--- config.mk ---
export PLATFORM = sky130hd
export DESIGN_NAME = pwm_multi
export DESIGN_NICKNAME = d
export VERILOG_FILES = /design/src/rtl/pwm_pkg.sv /design/src/rtl/pwm_hold.sv /design/src/rtl/pwm_multi.sv
export SDC_FILE = /design/constraint.sdc
export NUM_CORES = 1
export LEC_CHECK = 0
export ABC_AREA = 1
export ABC_CLOCK_PERIOD_IN_PS = 1900
export CAP_MARGIN = 5
export CORE_AREA = 2 2 122 147
export DETAILED_ROUTE_END_ITERATION = 10
export DIE_AREA = 0 0 124 149
export PLACE_DENSITY = 0.55
export SYNTH_ARGS = -nofsm -noshare
export SYNTH_HDL_FRONTEND = slang
export SYNTH_SLANG_ARGS = --single-unit
--- constraint.sdc ---
create_clock -name clk -period 1.9 [get_ports clk]
set_input_delay 0.57 -clock clk [delete_from_list [all_inputs] [get_ports clk]]
set_output_delay 0.57 -clock clk [all_outputs]
set_load 0.02 [all_outputs]
--- src/rtl/pwm_pkg.sv ---
// Shared types and helpers for the multi-channel PWM generator.
// Mode/direction encodings, full-scale and minimum-pulse cycle computations.
package pwm_pkg;

  typedef enum logic {
    MODE_EDGE   = 1'b0,
    MODE_CENTER = 1'b1
  } pwm_mode_t;

  typedef enum logic {
    DIR_UP   = 1'b0,
    DIR_DOWN = 1'b1
  } pwm_dir_t;

  // Full-scale level M = 2^W - 1 for a W-bit level.
  function automatic int unsigned f_full_scale(input int unsigned w);
    return (32'd1 << w) - 32'd1;
  endfunction

  // Minimum pulse in clk cycles: ceil(min_pulse_ns * clk_frq / 1e9).
  function automatic int unsigned f_min_pulse_cycles(input int unsigned min_pulse_ns,
                                                     input int unsigned clk_frq);
    longint unsigned prod;
    prod = longint'(min_pulse_ns) * longint'(clk_frq);
    return int'((prod + 64'd999999999) / 64'd1000000000);
  endfunction

endpackage

--- src/rtl/pwm_hold.sv ---
// Per-channel output stage: enforces a minimum stable time of K clk on each level.
// With K <= 1 it degenerates to a plain register.
module pwm_hold
  import pwm_pkg::*;
#(
  parameter int unsigned K = 0
) (
  input  logic clk,
  input  logic rstb,
  input  logic clr,
  input  logic raw,
  output logic out
);

  if (K <= 1) begin : g_reg
    always_ff @(posedge clk or negedge rstb) begin
      if (!rstb) begin
        out <= 1'b0;
      end else if (clr) begin
        out <= 1'b0;
      end else begin
        out <= raw;
      end
    end
  end else begin : g_hold
    localparam int unsigned HW = $clog2(K + 1);
    localparam logic [HW-1:0] RELOAD = HW'(K - 1);

    logic [HW-1:0] hold;

    // Toggles requested while hold is running are deferred; out then follows raw.
    always_ff @(posedge clk or negedge rstb) begin
      if (!rstb) begin
        out  <= 1'b0;
        hold <= '0;
      end else if (clr) begin
        out  <= 1'b0;
        hold <= '0;
      end else if (hold != '0) begin
        hold <= hold - HW'(1);
      end else if (raw != out) begin
        out  <= raw;
        hold <= RELOAD;
      end
    end
  end

endmodule

--- src/rtl/pwm_multi.sv ---
// Multi-channel PWM: shared prescaled period counter, edge/centre alignment,
// double-buffered levels swapped at the period boundary, per-channel min-pulse stage.
module pwm_multi
  import pwm_pkg::*;
#(
  parameter int unsigned C_CLK_FRQ        = 100000000,
  parameter int unsigned C_MIN_PULSE      = 0,
  parameter int unsigned C_LEVEL_WIDTH    = 8,
  parameter int unsigned C_CHANNELS       = 4,
  parameter int unsigned C_PRESCALE_WIDTH = 8
) (
  input  logic                                  clk,
  input  logic                                  rstb,
  input  logic                                  en,
  input  logic                                  center,
  input  logic [C_PRESCALE_WIDTH-1:0]           prescale,
  input  logic [C_CHANNELS*C_LEVEL_WIDTH-1:0]   level,
  input  logic                                  level_valid,
  output logic                                  level_ready,
  output logic                                  period_start,
  output logic [C_CHANNELS-1:0]                 out
);

  localparam int unsigned W = C_LEVEL_WIDTH;
  localparam int unsigned N = C_CHANNELS;
  localparam int unsigned P = C_PRESCALE_WIDTH;
  localparam logic [W-1:0] C_FULL = W'(f_full_scale(W));
  localparam logic [W-1:0] C_TOP  = W'(f_full_scale(W) - 1);
  localparam int unsigned  C_K    = f_min_pulse_cycles(C_MIN_PULSE, C_CLK_FRQ);

  logic [P-1:0]   pc;
  logic [P-1:0]   prescale_a;
  logic [W-1:0]   cnt;
  pwm_dir_t       dir;
  pwm_mode_t      mode_a;
  logic [N*W-1:0] shadow;
  logic [N*W-1:0] active;
  logic           pending;
  logic           running;
  logic [N-1:0]   raw;
  logic [N-1:0]   raw_nxt;
  logic           tick;
  logic           wrap;
  logic           boundary;
  logic           write;

  always_comb begin
    tick = (pc == prescale_a);
    wrap = 1'b0;
    if (tick) begin
      if (mode_a == MODE_EDGE) begin
        wrap = (cnt == C_TOP);
      end else begin
        wrap = (dir == DIR_DOWN) && (cnt == '0);
      end
    end
    // The first enabled clk after idle or reset also counts as a boundary.
    boundary = en && (!running || wrap);
    write    = level_valid && !pending;
  end

  always_comb begin
    raw_nxt = '0;
    for (int unsigned i = 0; i < N; i++) begin
      if (mode_a == MODE_EDGE) begin
        raw_nxt[i] = (cnt < active[i*W +: W]);
      end else begin
        raw_nxt[i] = (cnt >= (C_FULL - active[i*W +: W]));
      end
    end
  end

  always_ff @(posedge clk or negedge rstb) begin
    if (!rstb) begin
      running      <= 1'b0;
      pc           <= '0;
      prescale_a   <= '0;
      cnt          <= '0;
      dir          <= DIR_UP;
      mode_a       <= MODE_EDGE;
      shadow       <= '0;
      active       <= '0;
      pending      <= 1'b0;
      period_start <= 1'b0;
      raw          <= '0;
    end else if (!en) begin
      running      <= 1'b0;
      pc           <= '0;
      cnt          <= '0;
      dir          <= DIR_UP;
      active       <= shadow;
      pending      <= 1'b0;
      period_start <= 1'b0;
      raw          <= '0;
      if (level_valid) begin
        shadow <= level;
      end
    end else begin
      running      <= 1'b1;
      period_start <= boundary;
      raw          <= raw_nxt;

      if (!running) begin
        pc  <= '0;
        cnt <= '0;
        dir <= DIR_UP;
      end else if (tick) begin
        pc <= '0;
        if (mode_a == MODE_EDGE) begin
          cnt <= wrap ? '0 : cnt + W'(1);
          dir <= DIR_UP;
        end else if (dir == DIR_UP) begin
          // Centre mode dwells one tick at each turning point while dir flips.
          if (cnt == C_TOP) begin
            dir <= DIR_DOWN;
          end else begin
            cnt <= cnt + W'(1);
          end
        end else begin
          if (cnt == '0) begin
            dir <= DIR_UP;
          end else begin
            cnt <= cnt - W'(1);
          end
        end
      end else begin
        pc <= pc + P'(1);
      end

      if (boundary) begin
        active     <= shadow;
        mode_a     <= pwm_mode_t'(center);
        prescale_a <= prescale;
        pending    <= 1'b0;
      end
      // A write landing on the boundary is kept for the following period.
      if (write) begin
        shadow  <= level;
        pending <= 1'b1;
      end
    end
  end

  assign level_ready = ~pending;

  for (genvar g = 0; g < N; g++) begin : g_ch
    pwm_hold #(
      .K(C_K)
    ) u_hold (
      .clk  (clk),
      .rstb (rstb),
      .clr  (~en),
      .raw  (raw[g]),
      .out  (out[g])
    );
  end

endmodule

# Word level (Yosys, flattened, before mapping)
# Cells that the tools add are included.
[word_totals] ff_bits=101 in_bits=45 output_inout_bits=6 word_cells=89
[classes] addsub=7 magnitude_cmp=8 n_eq_ne=8 n_mux=39 bitwise_logic=1 n_reduce_logical=11
[op_table] operator="32-bit 2-to-1 mux" count=5
[op_table] operator="8-bit 2-to-1 mux" count=11
[op_table] operator="8-bit >= comparator" count=4
[op_table] operator="8-bit less-than comparator" count=4
[op_table] operator="8-bit subtractor (first input constant)" count=4
[op_table] operator="1-bit 2-to-1 mux" count=22
[op_table] operator="8-bit by 1-bit adder with 8-bit output (second input constant)" count=2
[op_table] operator="5-bit != test (second input constant)" count=2
[op_table] operator="8-bit == test" count=1
[op_table] operator="8-bit == test (second input constant)" count=1
[op_table] operator="8-bit zero test" count=1
[op_table] operator="8-bit by 1-bit subtractor with 8-bit output (second input constant)" count=1
[op_table] operator="4-bit 2-to-1 mux" count=1
[op_table] operator="2-bit by 1-bit != test with 1-bit output (second input constant)" count=2
[op_table] operator="2-bit AND reduction" count=2
[op_table] operator="1-bit logical AND" count=3
[op_table] operator="3-bit by 1-bit != test with 1-bit output (second input constant)" count=1
[op_table] operator="3-bit by 2-bit != test with 1-bit output (second input constant)" count=1
[op_table] operator="3-bit AND reduction" count=1
[op_table] operator="1-bit zero test" count=2
[op_table] operator="2-bit nonzero test" count=1
[op_table] operator="1-bit logical OR" count=1
[op_table] operator="1-bit inverter" count=1

# Depth between registers and ports, before layout
[depth] depth_word=9 depth_mapped=12 depth_no_buf=12

# Modules after synthesis
# Synthesis repeated with hierarchy kept, for this count alone.
[hier_totals] hier_cells=682 hier_area_um2=6069.6
[modules_own_cells] mod="pwm_multi" instances=1 cells_each=670 area_each_um2=5929.4
[modules_own_cells] mod="pwm_hold" instances=4 cells_each=3 area_each_um2=35.0

# Least setup slack after synthesis
# OpenSTA, ideal clock, no wires.
[synth_timing] path_kind="reg-to-reg" startpoint="register cnt[0]" endpoint="register mode_a" arrival_ns=1.688 t_required_ns=1.835 slack_ns=0.147 path_stages_with_launch=13 n_path_buf=0 path_cell_list="dfrtp_1 inv_1 ha_1 nand2_1 inv_1 nand3_2 nand2_2 nand2_1 o21ai_2 nand2_2 clkinv_4 nand2_1 nand2_1"
[synth_between] elab_chain_cells=7
[synth_lines] item="start, declared" line="pwm_multi.sv:33" text="logic [W-1:0] cnt;"
[synth_lines] item="start signal, assigned" line="pwm_multi.sv:110" text="cnt <= wrap ? '0 : cnt + W'(1);"
[synth_lines] item="start signal, assigned" line="pwm_multi.sv:117" text="cnt <= cnt + W'(1);"
[synth_lines] item="start signal, assigned" line="pwm_multi.sv:123" text="cnt <= cnt - W'(1);"
[synth_lines] item="8-bit zero test" line="pwm_multi.sv:54" text="wrap = (dir == DIR_DOWN) && (cnt == '0);"
[synth_lines] item="1-bit logical AND" line="pwm_multi.sv:54"
[synth_lines] item="1-bit 2-to-1 mux *" line="pwm_multi.sv:51" text="if (mode_a == MODE_EDGE) begin"
[synth_lines] item="1-bit 2-to-1 mux *" line="pwm_multi.sv:50" text="if (tick) begin"
[synth_lines] item="1-bit logical OR *" line="pwm_multi.sv:58" text="boundary = en && (!running || wrap);"
[synth_lines] item="1-bit logical AND *" line="pwm_multi.sv:58"
[synth_lines] item="2-bit AND reduction (no line) *"
[synth_lines] item="end signal, assigned" line="pwm_multi.sv:132" text="mode_a <= pwm_mode_t'(center);"
[synth_lines] item="end, declared" line="pwm_multi.sv:35" text="pwm_mode_t mode_a;"
# Mark *: on every way between the ends. The rest lies on a longest branch, timed or not.
# A chain may end at the register's enable or synchronous reset.

# Final worst setup path
[layout_timing] startpoint="register g_ch[3].u_hold.out" endpoint="output out[3]"
[layout_rtl] item="start, declared" line="pwm_hold.sv:12" text="output logic out"
[layout_rtl] item="start signal, assigned" line="pwm_hold.sv:22" text="out <= raw;"
[layout_rtl] item="end, declared" line="pwm_multi.sv:21" text="output logic [C_CHANNELS-1:0] out"
# No word-level cell between the ends.

==> metrics <==
post-route setup slack=59.0 ps; synthesized area per cell=8.72 µm²; initial antenna violation count=0; global-route wire length before repair=21.7 mm; reg2reg start=cnt[1]; Critical Path AT=1270 ps; I/O pin cnt=51; DP Cell Count=956; share of the synthesized area in the top cell type=0.431; vias in the first global route=4,572; die height=149 µm; max-slew violations=0; VDD IR max=0.400 mV; final period utilization=0.969; crit end category=output port; Seq cells post-synth=101; CTS buffer count=9; max_cap viols=0; gr usage total=0.152; clock skew=5.71 ps; GPL Wtd Cong=0.847; via count=4,559; drt drc=0; Post-CTS Hold Buffers=0; area grow syn2layout=23.5%; f_max=543 MHz; largest net degree at the start of global routing=50; antenna diode count=0; post-DR wirelength/cell=13.8 µm; Routed WL=13.4 mm; crit-path cells=clkdlybuf4s50_1; minimum clock period=1840 ps; min-delay worst type=input port to async pin; Worst Path Required=1330 ps; vias per cell=4.68; # rows=53; H-tree Lvls=3; leakage power=3.76 nW; Total Nets Final=865; yosys warns=0; mapped cell area=5870 µm²; r2r setup slk=130 ps; Seq/Total Area, Yosys=0.431; Top delay family on crit path=buffers and inverters; pre-CTS worst setup slack=-142 ps; CTS clk-pin slew, worst paths=60 ps; slew of the pin with the lowest slew margin=386 ps; Pwr Density=734 nW/µm²; First-pass DRT Iterations=4; Syn Inst Count=673; core region area=17,200 µm²; Distinct cells, synth=33; Slowest-stage cell, CP=clkdlybuf4s50_1; CTS tree=built; Mapped Nets=787; Die W=124 µm; Post-DP HPWL=10.0 mm; layout cell share with drive strength beyond 1=0.140; crit path buf inv count=1; Worst Path Max Fanout=1; Final setup viols=0; Non-Filler Instances=975; 1st-iter DRT viols=165; R2R depth=9; Root Buffer=clkbuf_16; die area=18,500 µm²; post-synth top area cell=dfrtp_1; crit path launch type=flop; PortBufs=50; status=complete, no violations; GRT overflow=0; kind of critical path=flop to output port; main area contributors after synthesis=dfrtp_1, ha_1, nand2_1; post-route ant nets=0; Tot Pwr=5.32 mW; Skew-Pair Late Insertion Delay=350 ps; CTS sink count=101; Worst slew margin=0.740; worst stage delay on the critical path=600 ps; clock buffer depth=2; reg2reg end=raw[1]; Final Hold Viols=0; Starting Density=0.340
## per-stage QoR
step                      setup TNS, ps   util  area, µm²  hold WS (ps)
after detailed placement          -4670  0.398       6850           425
after global placement            -3690  0.398       6850           418
after floorplan                       0      -       5870           274
after CTS                             0  0.414       7140          82.3
after global routing              -1.13  0.420       7250          88.3
final                                 0  0.420       7250          86.6
## power by group
part           leakage [nW]  internal, mW  switching (mW)
Combinational          2.38         0.461           0.517
Sequential             1.24          2.39           0.175
Clock                 0.145         0.989           0.792
Total                  3.76          3.84            1.48
## registers in the layout, summed over array words and instances (netlist names), 4 cells and up
name and count:
active 32, cnt 8, g_ch.u_hold.out 4, pc 8
prescale_a 8, raw 4, shadow 32
## worst max-delay path by stage
stage | start | endpoint | cells past startpoint
floorplan | cnt[0] | mode_a | 12
global placement | en | shadow[3] | 5
detailed placement | en | shadow[8] | 5
CTS | g_ch[2].u_hold.out | out[2] | 1
global route | pc[4] | active[5] | 11
finish | g_ch[3].u_hold.out | out[3] | 1
## metal layers
metal  global-route usage  part of all wire  vias to the layer above
met3               0.0333             0.033                       12
met1                0.173              0.43                     2154
met5                    0                 0                        -
met4               0.0500             0.013                        0
li1                     -                 -                     2322
met2                0.277              0.52                       71
## placed cells by master, fill, tap and decap left out, drive strengths merged
cell type / instances
nand3: 47
nand4: 11
mux2: 32
dfrtp: 101
nor3b: 4
clkinv: 4
xor2: 2
clkbuf: 12
ha: 69
a21oi: 36
clkdlybuf4s50: 47
o21a: 1
nand2: 180
o21ai: 22
inv: 83
o2111ai: 5
o22ai: 1
dlymetal6s2s: 1
dlygate4sd2: 1
nand3b: 1
nor2: 44
xnor2: 6
o31ai: 1
buf: 38
nor3: 6
## synthesized netlist by cell type
cell         n
nand4_1     11
buf_2       10
nand2_2      4
dfrtp_1    101
nand2_1    174
xnor2_1      6
nor2_1      43
nor3b_1      4
nand3b_1     1
xor2_1       2
o21a_1       1
nand3_2      1
mux2_2      32
nand3_1     46
buf_4        4
clkinv_1     1
o21ai_2      1
nor2_2       1
buf_1        3
inv_2        1
o21ai_0     21
nor3_1       6
a21oi_2      1
o2111ai_1    5
nand2_4      1
clkinv_4     1
o22ai_1      1
buf_6        3
ha_1        69
inv_1       81
a21oi_1     35
clkbuf_1     1
o31ai_1      1
## repair_timing
| item | in CTS | in global routing |
|---|---|---|
| pin swaps | 0 | 6 |
| buffers inserted | 0 | 3 |
| setup endpoints to repair | 1 | 46 |
| gates resized for setup | 1 | 20 |
| cloned | 0 | 1 |
| hold endpoints to repair | 0 | 0 |
## area by class of cell
class | instances | area [µm²]
Inverter | 84 | 320
Clock inverter | 3 | 18.8
Clock buffer | 12 | 267
Fill cell | 1713 | 9990
Sequential cell | 101 | 2530
Timing Repair Buffer | 87 | 881
Tap cell | 220 | 275
Multi-Input combinational cell | 468 | 2950
## cells by family (layout without fill, tap and decap cells)
logic type	Yosys count	after routing	share of synthesized area
AND/OR/NAND/NOR	292	293	0.210
buffers and inverters	105	186	0.0766
flip-flops	101	101	0.431
adder cells (fa/ha/maj)	69	69	0.147
AO/OA/AOI/OAI	66	66	0.0618
multiplexers	32	32	0.0614
XOR/XNOR	8	8	0.0119
No activity file was read; power rests on OpenSTA's default activity.
